File: src/rtl/cdr_sampler_pd.sv
// Multi-lane sampler with Alexander bang-bang phase detector and a signed vote
// accumulator that emits one-cycle phase advance/retard pulses.
module cdr_sampler_pd #(
  parameter int unsigned LANES  = 4,
  parameter int unsigned ACC_W  = 6,
  parameter int unsigned THRESH = 8,
  parameter int unsigned CNT_W  = $clog2(LANES + 1)
) (
  input  logic                    data_clock,
  input  logic                    Reset,
  input  logic                    valid_in,
  input  logic [LANES-1:0]        data_in,
  input  logic [LANES-1:0]        edge_in,
  output logic                    valid_out,
  output logic [LANES-1:0]        data_out,
  output logic [CNT_W-1:0]        up_cnt,
  output logic [CNT_W-1:0]        dn_cnt,
  output logic signed [ACC_W-1:0] acc,
  output logic                    phase_up,
  output logic                    phase_dn
);

  if (LANES < 1) begin : g_bad_lanes
    $error("cdr_sampler_pd: LANES must be at least 1");
  end
  if (THRESH < 1) begin : g_bad_thresh
    $error("cdr_sampler_pd: THRESH must be at least 1");
  end
  // The accumulator must hold THRESH-1 plus one full word of votes without wrapping.
  if (THRESH + LANES > (2 ** (ACC_W - 1)) - 1) begin : g_bad_acc_w
    $error("cdr_sampler_pd: ACC_W too narrow for THRESH + LANES");
  end

  localparam logic signed [ACC_W-1:0] THR_P = ACC_W'(THRESH);
  localparam logic signed [ACC_W-1:0] THR_N = -THR_P;

  logic                    valid_q;
  logic [LANES-1:0]        data_q;
  logic [CNT_W-1:0]        up_q, dn_q;
  logic [CNT_W-1:0]        up_d, dn_d;
  logic signed [ACC_W-1:0] acc_q;
  logic signed [ACC_W-1:0] sum;
  logic                    phase_up_q, phase_dn_q;
  logic                    prev_d_q, prev_ok_q;

  logic [LANES:0]          chain;
  logic [LANES-1:0]        late_v, early_v;

  // chain[i] is Dn_1 and chain[i+1] is Dn for lane i.
  assign chain = {data_in, prev_d_q};

  always_comb begin
    late_v  = '0;
    early_v = '0;
    up_d    = '0;
    dn_d    = '0;
    for (int unsigned i = 0; i < LANES; i++) begin
      late_v[i]  = ((i != 0) || prev_ok_q) && (chain[i] ^ chain[i+1]) &&
                   (edge_in[i] == chain[i+1]);
      early_v[i] = ((i != 0) || prev_ok_q) && (chain[i] ^ chain[i+1]) &&
                   (edge_in[i] == chain[i]);
      up_d = up_d + CNT_W'(late_v[i]);
      dn_d = dn_d + CNT_W'(early_v[i]);
    end
  end

  assign sum = acc_q + $signed(ACC_W'(up_q)) - $signed(ACC_W'(dn_q));

  always_ff @(posedge data_clock or posedge Reset) begin
    if (Reset) begin
      valid_q    <= 1'b0;
      data_q     <= '0;
      up_q       <= '0;
      dn_q       <= '0;
      acc_q      <= '0;
      phase_up_q <= 1'b0;
      phase_dn_q <= 1'b0;
      prev_d_q   <= 1'b0;
      prev_ok_q  <= 1'b0;
    end else begin
      valid_q <= valid_in;
      if (valid_in) begin
        data_q    <= data_in;
        up_q      <= up_d;
        dn_q      <= dn_d;
        prev_d_q  <= data_in[LANES-1];
        prev_ok_q <= 1'b1;
      end
      phase_up_q <= 1'b0;
      phase_dn_q <= 1'b0;
      if (valid_q) begin
        if (sum >= THR_P) begin
          phase_up_q <= 1'b1;
          acc_q      <= '0;
        end else if (sum <= THR_N) begin
          phase_dn_q <= 1'b1;
          acc_q      <= '0;
        end else begin
          acc_q <= sum;
        end
      end
    end
  end

  assign valid_out = valid_q;
  assign data_out  = data_q;
  assign up_cnt    = up_q;
  assign dn_cnt    = dn_q;
  assign acc       = acc_q;
  assign phase_up  = phase_up_q;
  assign phase_dn  = phase_dn_q;

endmodule
File: config.mk
export PLATFORM = sky130hd
export DESIGN_NAME = cdr_sampler_pd
export DESIGN_NICKNAME = d
export VERILOG_FILES = /design/src/rtl/cdr_sampler_pd.sv
export SDC_FILE = /design/constraint.sdc
export NUM_CORES = 1
export LEC_CHECK = 0
export CORE_UTILIZATION = 35
export DETAILED_ROUTE_END_ITERATION = 6
export PLACE_DENSITY = 0.61
export RECOVER_POWER = 25
export SLEW_MARGIN = 20
export SYNTH_ARGS = -nofsm -noshare
export SYNTH_HDL_FRONTEND = slang
export SYNTH_SLANG_ARGS = --single-unit
File: constraint.sdc
create_clock -name data_clock -period 2.7 [get_ports data_clock]
set_clock_uncertainty 0.05 [all_clocks]
set_input_delay 0.54 -clock data_clock [delete_from_list [all_inputs] [get_ports data_clock]]
set_output_delay 0.54 -clock data_clock [all_outputs]
set_load 0.005 [all_outputs]
-- Yosys cells after proc, flatten, opt, wreduce, memory -nomap -nowiden
Cells that the tools add are included.
- flip-flop bits (word level): 21
- input port bits: 11
- output and inout bits: 19
- logic and storage cells: 47
- add/subtract/negate cells: 8
- $lt $le $gt $ge: 2
- equal/unequal tests: 8
- mux-type cells: 7
- bitwise logic cells: 4
- reduce and logical (&&, ||, !) cells: 9
- operator list (operator ; number):
    2-to-1 mux 6 bit ; 2
    logical AND 1 bit ; 9
    equality test 1 bit ; 8
    adder 2 x 1 -> 3 bit ; 2
    adder 3 x 1 -> 3 bit ; 2
    adder 6 x 4 -> 6 bit ; 1
    >= comparator 6 x 5 -> 1 bit, second input constant ; 1
    less-or-equal comparator 6 x 4 -> 1 bit, second input constant ; 1
    subtractor 6 x 4 -> 6 bit ; 1
    2-to-1 mux 1 bit ; 5
    adder 1 x 1 -> 2 bit ; 2
    bitwise XOR 1 bit ; 4

-- Logic depth before layout (Yosys ltp)
Gate-level depths: netlist of run 1.
- depth in word-level cells: 6
- gate-level depth with buffers: 11
- depth with buffers taken out: 11

-- Least setup slack after synthesis of run 1
No wires, ideal clock.
- kind: flip-flop to flip-flop
- start: reg up_q[1], in the netlist up_cnt[1]
- end: reg acc_q[3], in the netlist acc[3]
- library setup time: 0.064 ns
- data arrival time: 2.487 ns
- data required time: 2.586 ns
- setup slack: 0.099 ns
- cell stages (with the launch flop): 11
- buffers on the path: 0
- period minus slack after synthesis: 2.601 ns
- path through: dfrtp_1 > inv_1 > fa_1 > inv_1 > fa_1 > a21o_2 > a21oi_1 > xnor2_1 > nand4_1 > nor3_1 > a21o_1
- word-level cells in the longest chain between the ends: 5
- elaborated cells between the ends (all ways): 6
- classes of those cells: add/sub (2); order compare (2); mux (2)
- RTL lines (item ; line ; RTL):
    start: declaration ; 39 ; logic [CNT_W-1:0] up_q, dn_q;
    start signal: assignment ; 84 ; up_q <= up_d;
    adder 6 x 4 -> 6 bit * ; 67 ; assign sum = acc_q + $signed(ACC_W'(up_q)) - $signed(ACC_W'(dn_q));
    subtractor 6 x 4 -> 6 bit * ; 67 ;
    less-or-equal comparator 6 x 4 -> 1 bit ; 95 ; end else if (sum <= THR_N) begin
    2-to-1 mux 6 bit ; 95 ;
    2-to-1 mux 6 bit * ; 92 ; if (sum >= THR_P) begin
    end signal: assignment ; 99 ; acc_q <= sum;
    end: declaration ; 41 ; logic signed [ACC_W-1:0] acc_q;
Every way passes the cells marked *; elsewhere a longest branch is shown, timed or not.
A chain may end at the register's enable or synchronous reset.

-- Final worst setup path of run 1
- start: reg acc_q[1], in the netlist acc[1]
- end: reg acc_q[1], in the netlist acc[1]
- word-level cells in the longest chain between the ends: 5
- elaborated cells between the ends (all ways): 6
- classes of those cells: add/sub (2); order compare (2); mux (2)
- RTL lines (item ; line):
    adder 6 x 4 -> 6 bit * ; 67
    subtractor 6 x 4 -> 6 bit * ; 67
    less-or-equal comparator 6 x 4 -> 1 bit ; 95
    2-to-1 mux 6 bit ; 95
    2-to-1 mux 6 bit * ; 92
Marks and branches as above.

==> results list, run 1 <==
- Status: finished, final reports clean
- The count of buffers added on input and output ports is 29.
* Number of remaining DRC errors: 0
- Counting the buffers created by CTS gives 3.
- Non-Filler Cell Area, Final: 1828 um^2
- The worst register-to-register path has a setup slack of 0.06 ns.
- The first detailed-routing pass took 4 iterations.
- Area added between synthesis and finish: 39.28%
- Hold buffers post-CTS: 0
- The initial utilization of the core area, before any placement, comes to 0.3784.
- The tool flagged a number of max-cap violations equal to 0.
- The number of cells on the worst reg-to-reg path is 10.
* Crit. Startpoint: acc[1]$_DFFE_PP0P_
* Gpl congestion: 0.7710
- The detailed router placed 1004 vias in this run.
* Hold WS: 0.4450 ns
* Buffer cell driving the clock tree root: clkbuf_8
- Max Fanout on Critical Path: 3
- Using the TritonRoute via totals, the vias-per-cell ratio works out to 4.781.
- The most used flip-flop cell after synthesis is dfrtp_1.
* Wire length per cell: 11.99 um
- Setup violations remaining at the end of the flow were counted as 0.
- The critical path ends at acc[1]$_DFFE_PP0P_.
- The analysis attributes to cell leakage a power of 0.8796 nW.
- Max Clock Freq: 0.3784 GHz
- For this design the ratio of total power to cell area is 928.0 nW/um^2.
* Standard cell area after detailed placement: 1683 um^2
* Global router's overall resource usage: 0.1426
- Placement row count: 21
- At the pin with the least slew margin, the transition time is 0.7524 ns.
- Final ANT Viol Nets: 0
- Library cell occupying the most area in the post-synthesis netlist: dfrtp_1
* H-tree depth reported by CTS: 1
- Sinks on the clock net: 20
* Yosys synthesis warning count: 0
- The share of the Yosys chip area taken by registers is 0.3813.
- DP HPWL: 2.002 mm
- VDD sags by at most 452.5 uV.
- Top-level I/O count: 30
- Headroom to the max-slew limit came out at 0.4979.
* Worst endpoint required time: 2.85 ns
- Final worst-path cycle share: 0.9787
- The completed layout was analyzed and its total power is 0.001696 W.
* Via count of the first global-routing pass: 1030
* Unrepaired setup endpoints after global routing: true
- A synthesized cell averages 10.50 um^2.
* Final-layout fill cell count: 316
- Clock latency on the worst-skew pair, taken at its later pin, is 0.25 ns.
* Total length of routed wires: 2.517 mm
* Number of flops mapped to enable cells by yosys: 0
* Netlist cell types: 34
- The die covers 3999 um^2.
* Capture instance of the worst register-to-register path: acc[1]$_DFFE_PP0P_
* Fraction of layout instances using a drive strength above 1: 0.2439
* Total congestion overflow after global routing: 0
* Worst Hold Class: reg -> reg
* Cell area after synthesis: 1313 um^2
- The die is 63.24 um tall.
* Crit Path Category: reg -> reg
- Number of synthesized register bits: 20
- Total count of max-transition violations in the final report: 0
- The detailed router finished its first iteration with 36 violations.
* Initial antenna violation count: 0
- Data on the critical path arrives at its endpoint at 2.79 ns.
- Counting flops with an async set or reset pin after synthesis yields a share of 1.000.
- Antenna cell count: 0
- Largest net degree at the start of global routing: 21
- The clock passes through at most 2 buffers.
* TritonCTS clock tree: done
* Nets: 191
- Final-report hold violation count: 0
- Post-Synthesis Cells: 125
- Synth Net Count: 151
- The worst setup path is captured at a flip-flop.
- Final min period: 2.642 ns
* Clk slew on worst S/H paths: 0.08 ns
- Largest cells by area after synthesis: dfrtp_1 38%, ha_1 9.5%, fa_1 7.6%, mux2_2 6.9%, inv_1 6.0%
- Wire length of the first global-routing pass: 4.443 mm
* Core outline area: 3468 um^2
- In this run the critical register-to-register path is launched from acc[1]$_DFFE_PP0P_.
* Crit start category: flip-flop
- Area share of the largest cell type after synthesis: 0.3813
* Width of the die: 63.24 um
layout by cell type, fill, tap and decap left out, types with 2 or more instances in the layout:
| cell | n |
|---|---|
| clkdlybuf4s50_1 | 26 |
| dfrtp_1 | 20 |
| inv_1 | 19 |
| buf_4 | 9 |
| mux2_2 | 8 |
| ha_1 | 8 |
| nand2_1 | 5 |
| nor2_1 | 5 |
| nor3b_1 | 5 |
| o21ai_0 | 4 |
| a21o_1 | 4 |
| a21oi_1 | 4 |
| fa_1 | 4 |
| clkbuf_8 | 4 |
| mux2i_1 | 3 |
| xor2_1 | 2 |
| xnor2_2 | 2 |
| o21bai_1 | 2 |
| or2_2 | 2 |
| nand2b_1 | 2 |
| and3b_1 | 2 |
| nor2b_1 | 2 |
| inv_2 | 2 |
| a31o_2 | 2 |
| ha_4 | 2 |
| dlygate4sd3_1 | 2 |
final cells by class:
class / count / area [um^2] / share of cell area
Timing Repair Buffer: 38 / 360.3 / 0.1971
Multi-Input combinational cell: 81 / 775.7 / 0.4244
Clock buffer: 4 / 55.05 / 0.03012
Inverter: 21 / 78.83 / 0.04312
Sequential cell: 20 / 500.5 / 0.2738
Tap cell: 46 / 57.56 / 0.03149
critical path, cell delays in order, from the launching register on:
cell and delay [ns]:
dfrtp_1 0.36, inv_2 0.05, fa_1 0.55, inv_2 0.07, fa_2 0.38, a21o_4 0.22, a21oi_4 0.14, xnor2_2 0.14
nand4_1 0.19, mux2i_1 0.25, a31o_2 0.19
flip-flops by register name, summed over array words and instances, names as in the netlist:
name and cells:
acc 6, prev_d_q 1, prev_ok_q 1, valid_out 1, data_out 3, up_cnt 3
phase_dn 1, phase_up 1, dn_cnt 3
synthesized netlist by cell type, types with 3 or more instances:
cell / number
ha_1: 10
inv_1: 21
mux2i_1: 3
fa_1: 5
nor2_1: 5
a21o_1: 4
mux2_2: 8
dfrtp_1: 20
nand2_1: 5
a21oi_1: 5
o21ai_0: 5
nor3b_1: 5
layer usage:
layer  part of all wire  global-route usage
met4             0.0091             0.03409
met3              0.033             0.03804
met1               0.48              0.1773
met2               0.47              0.2446
met5                  0                   0
kinds of logic after synthesis:
| family | after synthesis | synth area share |
|---|---|---|
| XOR/XNOR | 4 | 0.03242 |
| flip-flops | 20 | 0.3813 |
| buffers and inverters | 24 | 0.07150 |
| multiplexers | 12 | 0.1030 |
| AO/OA/AOI/OAI | 22 | 0.1182 |
| AND/OR/NAND/NOR | 28 | 0.1220 |
| adder cells (fa/ha/maj) | 15 | 0.1716 |
worst min path at each step:
| stage | start | end | slack [ns] | cells after the start |
|---|---|---|---|---|
| final | prev_ok_q$_DFFE_PP0P_ | prev_ok_q$_DFFE_PP0P_ | 0.45 | 1 |
| after global routing | prev_ok_q$_DFFE_PP0P_ | prev_ok_q$_DFFE_PP0P_ | 0.48 | 1 |
| after global placement | prev_ok_q$_DFFE_PP0P_ | prev_ok_q$_DFFE_PP0P_ | 0.43 | 1 |
| after floorplan | prev_ok_q$_DFFE_PP0P_ | prev_ok_q$_DFFE_PP0P_ | 0.40 | 1 |
| after CTS | prev_ok_q$_DFFE_PP0P_ | prev_ok_q$_DFFE_PP0P_ | 0.45 | 1 |
| after detailed placement | prev_ok_q$_DFFE_PP0P_ | prev_ok_q$_DFFE_PP0P_ | 0.43 | 1 |
repair_timing:
item,CTS,global route
gates resized for setup,4,8
pin swaps,4,13
setup buffers,2,2
gates cloned,0,0
setup endpoints to repair,5,8
through the flow:
stage | worst slack, ns | setup TNS (ns) | instances | util
after floorplan | 0.09876 | 0 | 125 | -
after global placement | -0.1881 | -0.6956 | 202 | 0.4852
after detailed placement | -0.2279 | -1.180 | 202 | 0.4852
after CTS | 0.002015 | 0 | 208 | 0.5108
after global routing | -0.07029 | -0.1357 | 210 | 0.5271
final | 0.05761 | 0 | 210 | 0.5271
report_power, final:
group	switching [W]	leakage (nW)	internal [W]
Combinational	0.000468	0.599	0.000603
Clock	0.0000979	0.0288	0.000130
Sequential	0.0000390	0.252	0.000359
Total	0.000605	0.880	0.00109
Note: power is estimated with default switching activity, not from simulation.
==> run 2, diff against run 1 <==
--- a/config.mk
+++ b/config.mk
@@ -5,9 +5,9 @@
 export SDC_FILE = /design/constraint.sdc
 export NUM_CORES = 1
 export LEC_CHECK = 0
-export CORE_UTILIZATION = 35
+export CORE_UTILIZATION = 45
 export DETAILED_ROUTE_END_ITERATION = 6
-export PLACE_DENSITY = 0.61
+export PLACE_DENSITY = 0.76
 export RECOVER_POWER = 25
 export SLEW_MARGIN = 20
 export SYNTH_ARGS = -nofsm -noshare
==> results list, run 2 (same netlist as run 1, synthesis figures left out) <==
- Max-cap violations: 0 (unchanged)
- Pre-Repair DR Iteration Count: 4 (unchanged)
- Nets: 191 (unchanged)
- The number of placement rows came to 19 (was 21).
- Tightest Pin Transition: 0.7604 ns (was 0.7524 ns)
- Starting density of the core: 0.4760 (was 0.3784)
- The via count normalized by instance count came to 5.200 (was 4.781).
* Global router's overall resource usage: 0.1915 (was 0.1426)
- Wire length of the first global-routing pass: 4.664 mm (was 4.443 mm)
* Final min period: 2.656 ns (was 2.642 ns)
- Final worst-path cycle share: 0.9838 (was 0.9787)
* Crit Path Category: reg -> reg (unchanged)
* Kind of cell adding the most delay to the critical path: adder cells (unchanged)
- The die outline area is 3137 um^2 (was 3999 um^2).
* H-tree depth reported by CTS: 1 (unchanged)
- Unrepaired setup endpoints after global routing: true (unchanged)
- The standard cell core area came to 2758 um^2 (was 3468 um^2).
- Slowest cell on crit path: fa_1 (unchanged)
* Delay of the slowest cell on the worst path: 0.54 ns (was 0.55 ns)
- The number of antenna diodes is 0 (unchanged).
* Post-route setup slack: 0.04377 ns (was 0.05761 ns)
- The die span in y came to 56.01 um (was 63.24 um).
- Endpoints failing setup: 0 (unchanged)
- The endpoint kind of the worst setup timing path is a flip-flop (unchanged).
- The clock tree from TritonCTS is done (unchanged).
* Initial antenna violation count: 0 (unchanged)
- The critical path startpoint category was a flip-flop (unchanged).
- The setup TNS after final layout was 0 ns (unchanged).
* Final-report hold violation count: 0 (unchanged)
* Total length of routed wires: 2.729 mm (was 2.517 mm)
- Vias after detailed routing: 1014 (was 1004)
* Via count of the first global-routing pass: 1007 (was 1030)
- Number of remaining DRC errors: 0 (unchanged)
- The number of hold buffers added after CTS came to 0 (unchanged).
- Area added between synthesis and finish: 36.80% (was 39.28%)
- Max Clock Freq: 0.3765 GHz (was 0.3784 GHz)
* Leak Pwr: 0.8783 nW (was 0.8796 nW)
* Largest net degree at the start of global routing: 21 (unchanged)
- The sequential power share is 0.221 (was 0.235).
* Total count of max-transition violations in the final report: 0 (unchanged)
* Combinational share of power: 0.644 (was 0.631)
- Non-Filler Cell Area, Final: 1795 um^2 (was 1828 um^2)
* Width of the die: 56.01 um (was 63.24 um)
- Hold path depth: 1 (unchanged)
- Terminating pin of the worst hold path: data_out[2]$_DFFE_PP0P_ (was prev_ok_q$_DFFE_PP0P_)
- The switching power as a share of total power came to 0.3610 (was 0.3564).
- The global route total overflow is 0 (unchanged).
- The internal power contribution came to 0.001158 W (was 0.001092 W).
- Relative contribution of the clock network to total power: 0.135 (was 0.134)
- The global placer's final weighted congestion is 0.8293 (was 0.7710).
- The total CTS buffers was 3 (unchanged).
* Max reg flops: 6 (unchanged)
* Standard cell area after detailed placement: 1657 um^2 (was 1683 um^2)
* Worst endpoint required time: 2.90 ns (was 2.85 ns)
- The total power is 0.001812 W (was 0.001696 W).
- The worst-case headroom to the max-slew limit is 0.4925 (was 0.4979).
- Fraction of layout instances using a drive strength above 1: 0.2500 (was 0.2439)
- The worst-case reg-to-reg path depth is 11 (was 10).
- The clock sink count is 20 (unchanged).
- The power density over the cells was 1009 nW/um^2 (was 928.0 nW/um^2).
- The remaining antenna violation count is 0 (unchanged).
- The top fanout value on the critical path was 3 (unchanged).
- The startpoint of the lowest-slack register-to-register path was up_cnt[1]$_DFFE_PP0P_ (was acc[1]$_DFFE_PP0P_).
- DP HPWL: 2.117 mm (was 2.002 mm)
- Status: finished, final reports clean (unchanged).
- The critical path's most frequent cell is inv_2 (unchanged).
* Cell Chain, Critical Path: inv_2 > fa_1 > inv_2 > fa_2 > a21o_2 > a21oi_2 > xnor2_2 > nand4_1 > buf_4 > nor3_4 > a21o_1 (was inv_2 > fa_1 > inv_2 > fa_2 > a21o_4 > a21oi_4 > xnor2_2 > nand4_1 > mux2i_1 > a31o_2)
- Post-place setup slack: -0.2701 ns (was -0.2279 ns)
- Clock buffer depth: 2 (unchanged)
* Clk Latency, worst-skew pair: 0.30 ns (was 0.25 ns)
* Worst Hold Class: reg -> reg (unchanged)
- The number of buffers inserted by port buffering came to 29 (unchanged).
* Top-level I/O count: 30 (unchanged)
* Clk slew on worst S/H paths: 0.12 ns (was 0.08 ns)
- Hold path start: data_out[2]$_DFFE_PP0P_ (was prev_ok_q$_DFFE_PP0P_)
- Most frequent cells in the layout: 26 x clkdlybuf4s50_1, 20 x dfrtp_1, 19 x inv_1, 9 x ha_1, 9 x buf_4 (was 26 x clkdlybuf4s50_1, 20 x dfrtp_1, 19 x inv_1, 9 x buf_4)
- The power dissipated by switching net loads is 0.0006540 W (was 0.0006045 W).
- Slack of the worst reg-to-reg path: 0.04 ns (was 0.06 ns)
* Number of DRC markers after the initial detailed-route iteration: 22 (was 36)
- Most common library cell in the layout ignoring fill and taps: clkdlybuf4s50_1 (unchanged)
* Peak supply drop: 885.9 uV (was 452.5 uV)
- The endpoint of the worst-slack reg-to-reg timing path is acc[4]$_DFFE_PP0P_ (was acc[1]$_DFFE_PP0P_).
- Critical path data arrival time: 2.86 ns (was 2.79 ns)
- Buffer cell driving the clock tree root: clkbuf_4 (was clkbuf_8)
- The buffers plus inverters on the worst setup path is 3 (was 2).
- The post-detailed-route wirelength per cell was 13.99 um (was 11.99 um).
-- run 2: changes by cell type in the layout (fill, tap and decap cells not counted), sizes merged --
cell	before	now
bufinv	0	1
clkbuf	4	3
-- run 2: per-stage QoR --
| stage | hold slack [ns] | std cells | utilization |
|---|---|---|---|
| 2_1_floorplan | 0.3965 | 125 | - |
| 3_3_place_gp | 0.4380 | 186 | 0.6007 |
| 3_5_place_dp | 0.4476 | 186 | 0.6007 |
| 4_1_cts | 0.4838 | 192 | 0.6320 |
| 5_1_grt | 0.4985 | 195 | 0.6511 |
| 6_report | 0.4800 | 195 | 0.6511 |
-- run 2: timing repair --
| action | in CTS | in global routing |
|---|---|---|
| pin swaps | 3 | 12 |
| setup buffers | 2 | 4 |
| resized for setup | 4 | 8 |
| setup endpoints to repair | 5 | 9 |
-- run 2: layout make-up --
cell class | count | area (um^2)
clock buffer | 3 | 22.52
tap | 31 | 38.79
sequential | 20 | 500.5
inverter | 21 | 78.83
fill | 233 | 962.2
multi-input combinational | 81 | 764.5
timing repair buffer | 38 | 360.3
clock inverter | 1 | 30.03
-- run 2: routing by layer --
layer | vias up | share of wire | track usage
li1 | 494 | - | -
met1 | 499 | 0.44 | 0.2331
met2 | 19 | 0.52 | 0.3452
met3 | 2 | 0.033 | 0.02791
met4 | 0 | 0.0051 | 0.06272
met5 | - | 0 | 0
-- run 2: power by group through the flow --
| stage | clock [W] | combinational (W) | sequential, W |
|---|---|---|---|
| floorplan | 0 | 0.000633 | 0.000403 |
| global placement | 0 | 0.000856 | 0.000402 |
| detailed placement | 0 | 0.000884 | 0.000407 |
| CTS | 0.000255 | 0.000995 | 0.000401 |
| global route | 0.000268 | 0.00127 | 0.000405 |
| finish | 0.000245 | 0.00117 | 0.000400 |
-- run 2: how the worst max path moves through the flow --
stage,cells after the start,to,from
final,11,acc[4]$_DFFE_PP0P_,up_cnt[1]$_DFFE_PP0P_
after global routing,11,acc[5]$_DFFE_PP0P_,up_cnt[1]$_DFFE_PP0P_
after CTS,10,acc[1]$_DFFE_PP0P_,up_cnt[1]$_DFFE_PP0P_
after detailed placement,8,dn_cnt[1]$_DFFE_PP0P_,data_in[0]
after global placement,8,dn_cnt[1]$_DFFE_PP0P_,data_in[0]
after floorplan,10,acc[3]$_DFFE_PP0P_,up_cnt[1]$_DFFE_PP0P_
==> run 3, diff against run 2 <==
--- a/config.mk
+++ b/config.mk
@@ -5,11 +5,11 @@
 export SDC_FILE = /design/constraint.sdc
 export NUM_CORES = 1
 export LEC_CHECK = 0
-export CORE_UTILIZATION = 45
+export CORE_UTILIZATION = 40
 export DETAILED_ROUTE_END_ITERATION = 6
-export PLACE_DENSITY = 0.76
+export GPL_TIMING_DRIVEN = 0
+export PLACE_DENSITY = 0.69
 export RECOVER_POWER = 25
-export SLEW_MARGIN = 20
 export SYNTH_ARGS = -nofsm -noshare
 export SYNTH_HDL_FRONTEND = slang
 export SYNTH_SLANG_ARGS = --single-unit
==> results list, run 3 (same netlist as run 1, synthesis figures left out) <==
* Status: finished, final reports clean (unchanged)
* Global router's overall resource usage: 0.1670 (was 0.1915)
- The placed wire-length estimate is 1.956 mm (was 2.117 mm).
- The number of maximum-capacitance constraint violations came to 0 (unchanged).
- The initial antenna violation count is 0 (unchanged).
* Endpoints failing setup: 0 (unchanged)
- The number of buffers inserted by port buffering is 29 (unchanged).
* Via count of the first global-routing pass: 982 (was 1007)
- The maximum single-stage delay on the critical path was 0.55 ns (was 0.54 ns).
- The buffers plus inverters on the worst setup path was 3 (unchanged).
- Wire length of the first global-routing pass: 4.264 mm (was 4.664 mm)
* Slowest cell on crit path: fa_1 (unchanged)
- The capture point of the worst path was acc[5]$_DFFE_PP0P_ (was acc[4]$_DFFE_PP0P_).
- Die area: 3514 um^2 (was 3137 um^2)
* Placement row count: 20 (was 19)
* Hold buffers post-CTS: 0 (unchanged)
* Final ANT Viol Nets: 0 (unchanged)
- The total stage count of the critical path is 11 (unchanged).
- The initial standard-cell utilization of the core is 0.4264 (was 0.4760).
- The endpoint kind of the worst setup timing path is a flip-flop (unchanged).
* Switch Pwr: 0.0006197 W (was 0.0006540 W)
* Capture instance of the worst register-to-register path: acc[5]$_DFFE_PP0P_ (was acc[4]$_DFFE_PP0P_)
* Critical path data arrival time: 2.83 ns (was 2.86 ns)
- The max-slew violation total from the final report is 0 (unchanged).
- Power per standard cell area: 976.5 nW/um^2 (was 1009 nW/um^2)
- The part of the cycle the worst path needs is 0.9676 (was 0.9838).
* Relative contribution of the clock network to total power: 0.144 (was 0.135)
- TritonCTS clock tree: done (unchanged)
* Post-place setup slack: -0.3243 ns (was -0.2701 ns)
- The clock period minus final worst setup slack is 2.612 ns (was 2.656 ns).
- The worst-skew pair later-pin latency is 0.31 ns (was 0.30 ns).
- The routed via count is 994 (was 1014).
- R2r worst-path depth: 11 (unchanged)
- The fill cell instance count of the final layout came to 270 (was 233).
- The count of endpoints failing hold in the final timing report was 0 (unchanged).
* Library cell appearing most often on the critical path: inv_2 (unchanged)
- Max Fanout on Critical Path: 3 (unchanged)
- The register-to-register setup slack is 0.09 ns (was 0.04 ns).
- The leading cell type in the layout, fill and taps excluded was clkdlybuf4s50_1 (unchanged).
- The I/O pin count was 30 (unchanged).
- The clock transition at the register clock pins on the worst setup and hold paths after CTS came to 0.12 ns (about the same).
- The proportion of layout cells with a drive suffix above 1 came to 0.2222 (was 0.2500).
- The total number of nets in the final design was 189 (was 191).
- The cell class contributing the biggest share of worst-path delay is adder cells (unchanged).
* Chip height: 59.28 um (was 56.01 um)
- The startpoint of the lowest-slack register-to-register path is acc[1]$_DFFE_PP0P_ (was up_cnt[1]$_DFFE_PP0P_).
* Crit. Startpoint: acc[1]$_DFFE_PP0P_ (was up_cnt[1]$_DFFE_PP0P_)
- Wire length per cell: 12.34 um (was 13.99 um)
* Net Sw Frac: 0.3557 (was 0.3610)
* Peak supply drop: 740.5 uV (was 885.9 uV)
- The synthesis-to-finish area growth came to 35.94% (was 36.80%).
- The internal power contribution was 0.001123 W (was 0.001158 W).
- Unrepaired setup endpoints after global routing: true (unchanged)
* Average via count per standard cell: 4.825 (was 5.200)
- Largest net degree at the start of global routing: 21 (unchanged)
- Worst Hold Class: reg -> reg (unchanged)
- The static leakage came to 0.8589 nW (was 0.8783 nW).
* Max Clock Freq: 0.3828 GHz (was 0.3765 GHz)
- Most frequent cells in the layout: 26 x clkdlybuf4s50_1, 20 x dfrtp_1, 19 x inv_1, 9 x ha_1, 8 x mux2_2 (was 26 x clkdlybuf4s50_1, 20 x dfrtp_1, 19 x inv_1, 9 x ha_1, 9 x buf_4).
- The number of H-tree levels came to 1 (unchanged).
* Remaining max-slew budget at the tightest pin: 0.4902 (was 0.4925)
* Clock buffer depth: 2 (unchanged)
* Total congestion overflow after global routing: 0 (unchanged)
- The die span in x is 59.28 um (was 56.01 um).
- The cell at the root of the clock tree is clkbuf_4 (unchanged).
* Max reg flops: 6 (unchanged)
* Antenna cell count: 0 (unchanged)
* Crit start category: flip-flop (unchanged)
- The kind of critical path is reg -> reg (unchanged).
- The clock sink count was 20 (unchanged).
- Tightest Pin Transition: 0.7639 ns (was 0.7604 ns)
- The DRC violations left came to 0 (unchanged).
- The standard cell core area was 3078 um^2 (was 2758 um^2).
- Gpl congestion: 0.7779 (was 0.8293)
- Number of DRC markers after the initial detailed-route iteration: 17 (was 22)
* Relative contribution of sequential cells to total power: 0.228 (was 0.221)
- Total length of routed wires: 2.543 mm (was 2.729 mm)
- Pre-Repair DR Iteration Count: 4 (unchanged)
- TritonCTS buffer count: 3 (unchanged)
* Total power after layout: 0.001742 W (was 0.001812 W)
- Post-route setup slack: 0.08753 ns (was 0.04377 ns)
- The utilization of the core after routing is 0.5797 (was 0.6511).
- Worst endpoint required time: 2.91 ns (was 2.90 ns)
- The fraction of power consumed by combinational cells is 0.628 (was 0.644).
- Cell Chain, Critical Path: inv_2 > fa_1 > inv_2 > fa_2 > a21o_2 > a21oi_2 > xnor2_2 > nand4_1 > buf_4 > nor3_4 > a21o_1 (unchanged).
==> run 3: changes by cell type in the layout (fill, tap and decap cells not counted) <==
cell / before / now
nor3b_1: 4 / 5
buf_4: 9 / 5
nor3b_2: 1 / 0
clkbuf_1: 0 / 1
buf_1: 0 / 1
==> run 3: what timing repair did <==
item	CTS	global route
gates resized for setup	4	7
gates cloned	0	0
buffers inserted	2	2
pin swaps	4	11
endpoints found under the setup margin	6	8
hold endpoints to repair	0	0
==> run 3: how the worst min path moves through the flow <==
| stage | startpoint | end | slack [ns] | cells after the start |
|---|---|---|---|---|
| 6_report | prev_ok_q$_DFFE_PP0P_ | prev_ok_q$_DFFE_PP0P_ | 0.47 | 1 |
| 5_1_grt | prev_ok_q$_DFFE_PP0P_ | prev_ok_q$_DFFE_PP0P_ | 0.49 | 1 |
| 4_1_cts | prev_ok_q$_DFFE_PP0P_ | prev_ok_q$_DFFE_PP0P_ | 0.47 | 1 |
| 3_5_place_dp | prev_ok_q$_DFFE_PP0P_ | prev_ok_q$_DFFE_PP0P_ | 0.44 | 1 |
| 3_3_place_gp | prev_ok_q$_DFFE_PP0P_ | prev_ok_q$_DFFE_PP0P_ | 0.43 | 1 |
| 2_1_floorplan | prev_ok_q$_DFFE_PP0P_ | prev_ok_q$_DFFE_PP0P_ | 0.40 | 1 |
==> run 3: cell type report <==
cell class	instances	area (um^2)	area share
timing repair buffer	33	322.8	0.1809
multi-input combinational	81	759.5	0.4257
buffer	3	15.01	0.008415
inverter	21	78.83	0.04418
tap	44	55.05	0.03086
clock buffer	3	22.52	0.01262
clock inverter	1	30.03	0.01683
sequential	20	500.5	0.2805
==> run 3: power groups by stage <==
stage	registers [W]	logic, W	clock network [W]
floorplan	0.000403	0.000633	0
global placement	0.000403	0.000852	0
detailed placement	0.000405	0.000872	0
CTS	0.000398	0.000970	0.000261
global route	0.000405	0.00122	0.000266
finish	0.000397	0.00109	0.000252
==> run 3: metal layers <==
| layer | vias up | track usage | routed length [um] |
|---|---|---|---|
| li1 | 489 | - | - |
| met1 | 479 | 0.2089 | 1219 |
| met2 | 21 | 0.2713 | 1175 |
| met3 | 5 | 0.05022 | 106 |
| met4 | 0 | 0.06122 | 41 |
| met5 | - | 0 | 0 |
==> run 3: metrics by stage <==
step	setup TNS, ns	cell area, um^2	std cells	hold slack (ns)
CTS	0	1744	204	0.4739
global route	-0.1654	1784	206	0.4949
finish	0	1784	206	0.4695
global placement	-0.7910	1658	198	0.4296
detailed placement	-1.438	1658	198	0.4401
floorplan	0	1313	125	0.3965
